`src/rtl/seq_detect_pkg.sv`:
```
// Shared types and constants for the serial sequence detector.
package seq_detect_pkg;

  typedef enum logic [1:0] {
    StIdle  = 2'd0,
    StFill  = 2'd1,
    StArmed = 2'd2
  } state_e;

  localparam logic [7:0] HitMax = 8'd255;

endpackage

```
`src/rtl/seq_hist_sreg.sv`:
```
// History shift register with fill counter; clear-then-accept when clear and enable coincide.
module seq_hist_sreg #(
  parameter int unsigned PAT_W = 4
) (
  input  logic                         clk_i,
  input  logic                         rst_ni,
  input  logic                         clr_i,
  input  logic                         en_i,
  input  logic                         flush_i,
  input  logic                         x_i,
  output logic [PAT_W-1:0]             hist_n_o,
  output logic [$clog2(PAT_W+1)-1:0]   fill_n_o,
  output logic [PAT_W-1:0]             hist_o,
  output logic [$clog2(PAT_W+1)-1:0]   fill_o
);

  localparam int unsigned FillW = $clog2(PAT_W + 1);
  localparam logic [FillW-1:0] FillMax = FillW'(PAT_W);

  logic [PAT_W-1:0] hist_q, hist_d, hist_base;
  logic [FillW-1:0] fill_q, fill_d, fill_base;

  // Candidate history/fill if the current bit were accepted.
  always_comb begin
    hist_base = clr_i ? '0 : hist_q;
    fill_base = clr_i ? '0 : fill_q;
    hist_n_o  = {hist_base[PAT_W-2:0], x_i};
    fill_n_o  = (fill_base == FillMax) ? FillMax : fill_base + FillW'(1);
  end

  always_comb begin
    hist_d = hist_q;
    fill_d = fill_q;
    if (en_i) begin
      hist_d = flush_i ? '0 : hist_n_o;
      fill_d = flush_i ? '0 : fill_n_o;
    end else if (clr_i) begin
      hist_d = '0;
      fill_d = '0;
    end
  end

  always_ff @(posedge clk_i or negedge rst_ni) begin
    if (!rst_ni) begin
      hist_q <= '0;
      fill_q <= '0;
    end else begin
      hist_q <= hist_d;
      fill_q <= fill_d;
    end
  end

  assign hist_o = hist_q;
  assign fill_o = fill_q;

endmodule

```
`src/rtl/seq_detect_fsm.sv`:
```
// Strobed serial pattern detector with registered match flag, sticky found flag and hit counter.
module seq_detect_fsm
  import seq_detect_pkg::*;
#(
  parameter int unsigned      PAT_W   = 4,
  parameter logic [PAT_W-1:0] PATTERN = 4'b1011,
  parameter bit               OVERLAP = 1'b1
) (
  input  logic                       clk_i,
  input  logic                       rst_ni,
  input  logic                       en_i,
  input  logic                       frame_start_i,
  input  logic                       x_i,
  output logic                       z_o,
  output logic                       z_pulse_o,
  output logic                       found_o,
  output logic [7:0]                 hit_cnt_o,
  output logic [$clog2(PAT_W+1)-1:0] fill_o,
  output logic [1:0]                 state_o
);

  localparam int unsigned FillW = $clog2(PAT_W + 1);
  localparam logic [FillW-1:0] FillMax = FillW'(PAT_W);

  state_e           state_q, state_d;
  logic [PAT_W-1:0] hist_n, hist;
  logic [FillW-1:0] fill_n;
  logic             match, flush;
  logic             z_q, z_d, z_pulse_q, z_pulse_d, found_q, found_d;
  logic [7:0]       hit_cnt_q, hit_cnt_d;

  seq_hist_sreg #(
    .PAT_W (PAT_W)
  ) u_hist (
    .clk_i    (clk_i),
    .rst_ni   (rst_ni),
    .clr_i    (frame_start_i),
    .en_i     (en_i),
    .flush_i  (flush),
    .x_i      (x_i),
    .hist_n_o (hist_n),
    .fill_n_o (fill_n),
    .hist_o   (hist),
    .fill_o   (fill_o)
  );

  assign match = en_i && (fill_n == FillMax) && (hist_n == PATTERN);
  assign flush = match && !OVERLAP;

  always_ff @(posedge clk_i or negedge rst_ni) begin
    if (!rst_ni) begin
      state_q <= StIdle;
    end else begin
      state_q <= state_d;
    end
  end

  always_comb begin
    state_d = state_q;
    case (state_q)
      StIdle, StFill, StArmed: begin
        if (en_i) begin
          if (flush) begin
            state_d = StIdle;
          end else if (fill_n == FillMax) begin
            state_d = StArmed;
          end else begin
            state_d = StFill;
          end
        end else if (frame_start_i) begin
          state_d = StIdle;
        end
      end
      default: state_d = StIdle;
    endcase
  end

  // frame_start outranks a same-cycle match for found, but never blocks the count.
  always_comb begin
    z_d       = z_q;
    z_pulse_d = 1'b0;
    found_d   = found_q;
    hit_cnt_d = hit_cnt_q;
    if (en_i) begin
      z_d       = match;
      z_pulse_d = match;
    end else if (frame_start_i) begin
      z_d = 1'b0;
    end
    if (frame_start_i) begin
      found_d = 1'b0;
    end else if (match) begin
      found_d = 1'b1;
    end
    if (match && (hit_cnt_q != HitMax)) begin
      hit_cnt_d = hit_cnt_q + 8'd1;
    end
  end

  always_ff @(posedge clk_i or negedge rst_ni) begin
    if (!rst_ni) begin
      z_q       <= 1'b0;
      z_pulse_q <= 1'b0;
      found_q   <= 1'b0;
      hit_cnt_q <= '0;
    end else begin
      z_q       <= z_d;
      z_pulse_q <= z_pulse_d;
      found_q   <= found_d;
      hit_cnt_q <= hit_cnt_d;
    end
  end

  assign z_o       = z_q;
  assign z_pulse_o = z_pulse_q;
  assign found_o   = found_q;
  assign hit_cnt_o = hit_cnt_q;
  assign state_o   = state_q;

  logic unused_hist;
  assign unused_hist = ^hist;

endmodule

```
`config.mk`:
```
export PLATFORM = sky130hd
export DESIGN_NAME = seq_detect_fsm
export DESIGN_NICKNAME = d
export VERILOG_FILES = /design/src/rtl/seq_detect_pkg.sv /design/src/rtl/seq_hist_sreg.sv /design/src/rtl/seq_detect_fsm.sv
export SDC_FILE = /design/constraint.sdc
export NUM_CORES = 1
export LEC_CHECK = 0
export CAP_MARGIN = 20
export CORE_UTILIZATION = 43
export CTS_CLUSTER_SIZE = 20
export DETAILED_ROUTE_END_ITERATION = 10
export DONT_BUFFER_PORTS = 1
export PLACE_DENSITY_LB_ADDON = 0.08
export SLEW_MARGIN = 20
export SYNTH_ARGS = -nofsm -noshare
export SYNTH_HDL_FRONTEND = slang
export SYNTH_HIERARCHICAL = 1
export SYNTH_SLANG_ARGS = --single-unit
```
`constraint.sdc`:
```
create_clock -name clk_i -period 1.9 [get_ports clk_i]
set_input_delay 0.38 -clock clk_i [delete_from_list [all_inputs] [get_ports clk_i]]
set_output_delay 0.38 -clock clk_i [all_outputs]
set_load 0.05 [all_outputs]
```
=== Word level (Yosys, flattened, before mapping) ===
Cells that the tools add are included.

* Register bits: 19
* Input bits: 5
* Word-level logic and storage cells: 37
* Output and inout port bits: 16

* Add/sub/neg operators: 2
* Reductions and logical operators: 7
* Equality and inequality tests: 7
* Mux-type cells: 14

{| class="wikitable"
|+ Operator list
! operator !! count
|-
| 3-bit two-way mux || 5
|-
| 8-bit by 1-bit adder with 8-bit output (second input constant) || 1
|-
| 2-bit two-way mux || 4
|-
| 8-bit inequality test (second input constant) || 1
|-
| 3-bit equality test (second input constant) || 2
|-
| 1-bit two-way mux || 5
|-
| 4-bit equality test (second input constant) || 1
|-
| 2-bit nonzero test || 2
|-
| 3-bit by 1-bit adder with 3-bit output (second input constant) || 1
|-
| 1-bit logical AND || 3
|-
| 3-bit inequality test (second input constant) || 1
|-
| 3-bit OR reduction || 1
|-
| 2-bit by 1-bit equality test with 1-bit output (second input constant) || 1
|-
| 2-bit equality test (second input constant) || 1
|-
| 2-bit zero test || 1
|}

=== Depth between registers and ports, before layout ===
* Depth in word-level cells: 8
* Gate-level depth with buffers: 10
* Mapped depth without buffers: 9

=== Cells and area by module ===
The synthesis kept the hierarchy.

{| class="wikitable"
|+ By module, submodules not included
! module !! cells an instance !! times used !! seq. area each (sq um) !! area an instance (sq um)
|-
| seq_detect_fsm || 60 || 1 || 325.3 || 620.6
|-
| seq_hist_sreg || 36 || 1 || 175.2 || 371.6
|}

=== Worst setup path after synthesis ===
Ideal clock, no wire load.

* Path kind: flip-flop to flip-flop
* Start: register u_hist.fill_q[0] (netlist: u_hist/fill_o[0])
* End: register hit_cnt_q[1] (netlist: hit_cnt_o[1])
* Slack: -439 ps
* Arrival time: 2215 ps
* Required time: 1775 ps
* Setup time: 125 ps
* Path buffers: 0
* Cell stages (with the launch flop): 9
* Clock period less this slack: 2339 ps
* Path through: dfrtp_1 nand2b_1 ha_1 a21oi_1 or2_1 and4bb_2 nand4_4 nor2_1 mux2_2

* Longest elaborated chain between the ends: 7
* Elaborated cells between the ends (all ways): 8
* Those cells by class: add/sub (1); eq/ne (2); mux (2); reduce/logical (3)

{| class="wikitable"
|+ Ends and longest elaborated chain
! what !! RTL line !! source
|-
| start: declaration || seq_hist_sreg.sv:21 || <nowiki>logic [FillW-1:0] fill_q, fill_d, fill_base;</nowiki>
|-
| start signal: assignment || seq_hist_sreg.sv:49 || <nowiki>fill_q <= fill_d;</nowiki>
|-
| 3-bit two-way mux (*) || seq_hist_sreg.sv:26 || <nowiki>fill_base = clr_i ? '0 : fill_q;</nowiki>
|-
| 3-bit by 1-bit adder with 3-bit output / 3-bit equality test (equally long branches) || seq_hist_sreg.sv:28 || <nowiki>fill_n_o = (fill_base == FillMax) ? FillMax : fill_base + FillW'(1);</nowiki>
|-
| 3-bit two-way mux (*) || seq_hist_sreg.sv:28 ||
|-
| via fill_n[0] || seq_detect_fsm.sv:27 || <nowiki>logic [FillW-1:0] fill_n;</nowiki>
|-
| 3-bit equality test (*) || seq_detect_fsm.sv:47 || <nowiki>assign match = en_i && (fill_n == FillMax) && (hist_n == PATTERN);</nowiki>
|-
| 1-bit logical AND (*) (2 in a row) || seq_detect_fsm.sv:47 ||
|-
| 1-bit logical AND (*) || seq_detect_fsm.sv:95 || <nowiki>if (match && (hit_cnt_q != HitMax)) begin</nowiki>
|-
| end signal: assignment || seq_detect_fsm.sv:110 || <nowiki>hit_cnt_q <= hit_cnt_d;</nowiki>
|-
| end: declaration || seq_detect_fsm.sv:30 || <nowiki>logic [7:0] hit_cnt_q, hit_cnt_d;</nowiki>
|}

Mark *: on every way through the listed nets, which the timed path passes. The rest lies on a longest branch.
A chain may end at the register's enable or synchronous reset.

=== Worst setup path after layout ===
* Start: register u_hist.fill_q[1] (netlist: u_hist/fill_o[1])
* End: register hit_cnt_q[4] (netlist: hit_cnt_o[4])

Same word-level chain as after synthesis.

==> results.py <==
metrics = {
    "floorplan": {
        "start_util_pct": 47.0,
        "die_w_um": 49.0,
        "die_height_um": 49.0,
        "io_pins": 21,
        "die-area_um2": 2400,
        "rows": 16,
        "core_um2": 2020,
    },
    "route": {
        "wl_per_cell_um": 13.8,
        "vias": 792,
        "wl_um": 2060,
        "avgViaCountPerCell": 5.32,
        "firstDrtPassIters": 4,
        "antenna_left": 0,
        "remaining_drc_errors": 0,
        "drt-initial-drc-count": 24,
    },
    "worst_setup_path": {
        "required_ns": 2.08,
        "reg2reg_from": "u_hist/fill_o[1]",
        "cp_max_fo": 6,
        "r2r-end": "hit_cnt_o[4]",
        "startpoint_type": "register",
        "regToRegSetupSlack_ns": -0.19,
        "crit_start": "u_hist/fill_o[1]",
        "cp.arrival_ns": 2.27,
        "path_class": "register to register",
        "r2r_cells": 8,
        "cp-end-kind": "register",
    },
    "finish": {
        "layout.cells.most_common": "buf_4",
        "nets": 130,
        "fin_cells": 149,
        "final_cell_mix": "buf_4 (20), dfrtp_1 (17), a21oi_1 (8), nand2_1 (6), buf_6 (6)",
        "drive_gt1_share_pct": 44.3,
        "antenna_cells": 0,
        "area_delta_synth_final_pct": 38.9,
        "nFillCells": 168,
    },
    "timing": {
        "layout_setup_ws_ns": -0.192,
        "rsz0062_at_grt": "yes",
        "finalMaxSlewViolations": 0,
        "hold_violations": 0,
        "fin_skew_ns": 0.00171,
        "finalSetupViolations": 10,
        "relSlewSlack_pct": 43.0,
        "holdWs_ns": 0.141,
        "fmax_mhz": 478,
        "worst_pin_slew_ns": 0.853,
        "period_needed_ns": 2.09,
        "setup_tns_ns": -1.02,
        "finalCritPeriodShare_pct": 110,
    },
    "logic_synthesis": {
        "syn-cell-area_um2": 951,
        "netlist_instances": 92,
        "avgSynthCellArea_um2": 10.3,
        "ys_warn_count": 6,
    },
    "pwr": {
        "irDropWorstVdd_v": 0.000445,
        "pwr-share-clk_pct": 29.5,
        "p_per_area_nw_per_um2": 513,
        "switching_share_pct": 23.9,
        "pwr-share-seq_pct": 62.1,
        "p_comb_share_pct": 8.4,
        "internal_power_mw": 0.516,
        "switchingPower_mw": 0.162,
        "leakage_nw": 0.611,
    },
    "global_route": {
        "grt_pass1_vias": 777,
        "grt_max_degree": 20,
        "grtUsageTotal_pct": 18.9,
        "grt_pass1_wl_um": 3460,
        "grt_overflow": 0,
        "antenna_found_initial": 0,
    },
    "worst_hold_path": {
        "hold_path_depth": 1,
        "hold_end": "u_hist/fill_o[2]",
        "hold_path.class": "primary input to register",
        "worstHoldStart": "frame_start_i",
    },
    "cts": {
        "cts_made_buffers": 3,
        "tritoncts": "done",
        "clock_tree.root_cell": "clkbuf_4",
        "clock_sinks": 19,
        "clk_latency_ns": 0.28,
        "clk_path_buf_depth": 2,
        "clkTransAtPathRegs_ns": 0.11,
        "h-tree-depth": 1,
    },
    "place": {
        "place.gp.congestion": 0.822,
        "port_buffers": 0,
        "dpl.cell_count": 138,
        "dp_hpwl_um": 1350,
        "pre_cts_ws_ns": -0.139,
    },
    "run_status": {
        "violations": "negative setup slack",
        "outcome": "finished, violations left",
    },
    "job": {
        "drv_cap": 0,
    },
}
-- sequential cells by signal, summed over array words and instances, names as in the netlist --
signal / count
found_o: 1
hit_cnt_o: 8
state_o: 2
u_hist/fill_o: 3
u_hist/hist_o: 3
z_o: 1
z_pulse_o: 1
-- power groups by stage --
| stage | logic (mW) | clock network [mW] | registers [mW] |
|---|---|---|---|
| final | 0.0570 | 0.200 | 0.421 |
| after global routing | 0.0628 | 0.227 | 0.422 |
| after CTS | 0.0543 | 0.213 | 0.420 |
| after detailed placement | 0.0444 | 0 | 0.428 |
| after global placement | 0.0439 | 0 | 0.428 |
| after floorplan | 0.0257 | 0 | 0.438 |
-- routing by layer --
metal  global-route usage [%]  wire length (µm)  vias to the layer above
met5                        0                 0                        -
li1                         -                 -                      386
met4                     5.39                10                        0
met2                     28.5               989                       17
met1                     26.3               984                      387
met3                     5.61                73                        2
-- critical path, stage by stage (launching register included) --
cell	delay, ns
dfrtp_2	0.42
nand2b_1	0.10
ha_2	0.18
and4b_1	0.20
nor3_1	0.14
and4bb_2	0.29
nand4_4	0.17
nor2_2	0.18
mux2_4	0.31
-- metrics by stage --
| step | power [mW] | area [µm²] | util (%) |
|---|---|---|---|
| final | 0.678 | 1320 | 65.3 |
| after global routing | 0.712 | 1320 | 65.3 |
| after CTS | 0.687 | 1210 | 59.8 |
| after detailed placement | 0.472 | 1130 | 55.9 |
| after global placement | 0.472 | 1130 | 55.9 |
| after floorplan | 0.464 | 965 | - |
-- layout make-up --
class	instances	area, µm²	share of cell area (%)
Multi-Input combinational cell	67	534	40.4
Sequential cell	19	478	36.2
Timing Repair Buffer	27	228	17.2
Tap cell	27	33.8	2.56
Clock buffer	4	26.3	1.99
Inverter	5	21.3	1.61
-- worst max path at each step --
stage              endpoint  slack [ns]  cells past startpoint
2_1_floorplan  hit_cnt_o[4]       -0.23                      8
6_report       hit_cnt_o[4]       -0.19                      8
3_5_place_dp   hit_cnt_o[5]       -0.14                      9
3_3_place_gp   hit_cnt_o[5]       -0.11                      9
4_1_cts        hit_cnt_o[4]       -0.15                      8
5_1_grt        hit_cnt_o[4]       -0.32                      8
-- repair_timing --
action                                  CTS  global route
endpoints found under the setup margin    9            13
hold endpoints to repair                 19             0
setup buffers                             3             4
gates resized for setup                   4            21
pin swaps                                 2             6
hold buffers                              1             0
Note: power is estimated with default switching activity, not from simulation.
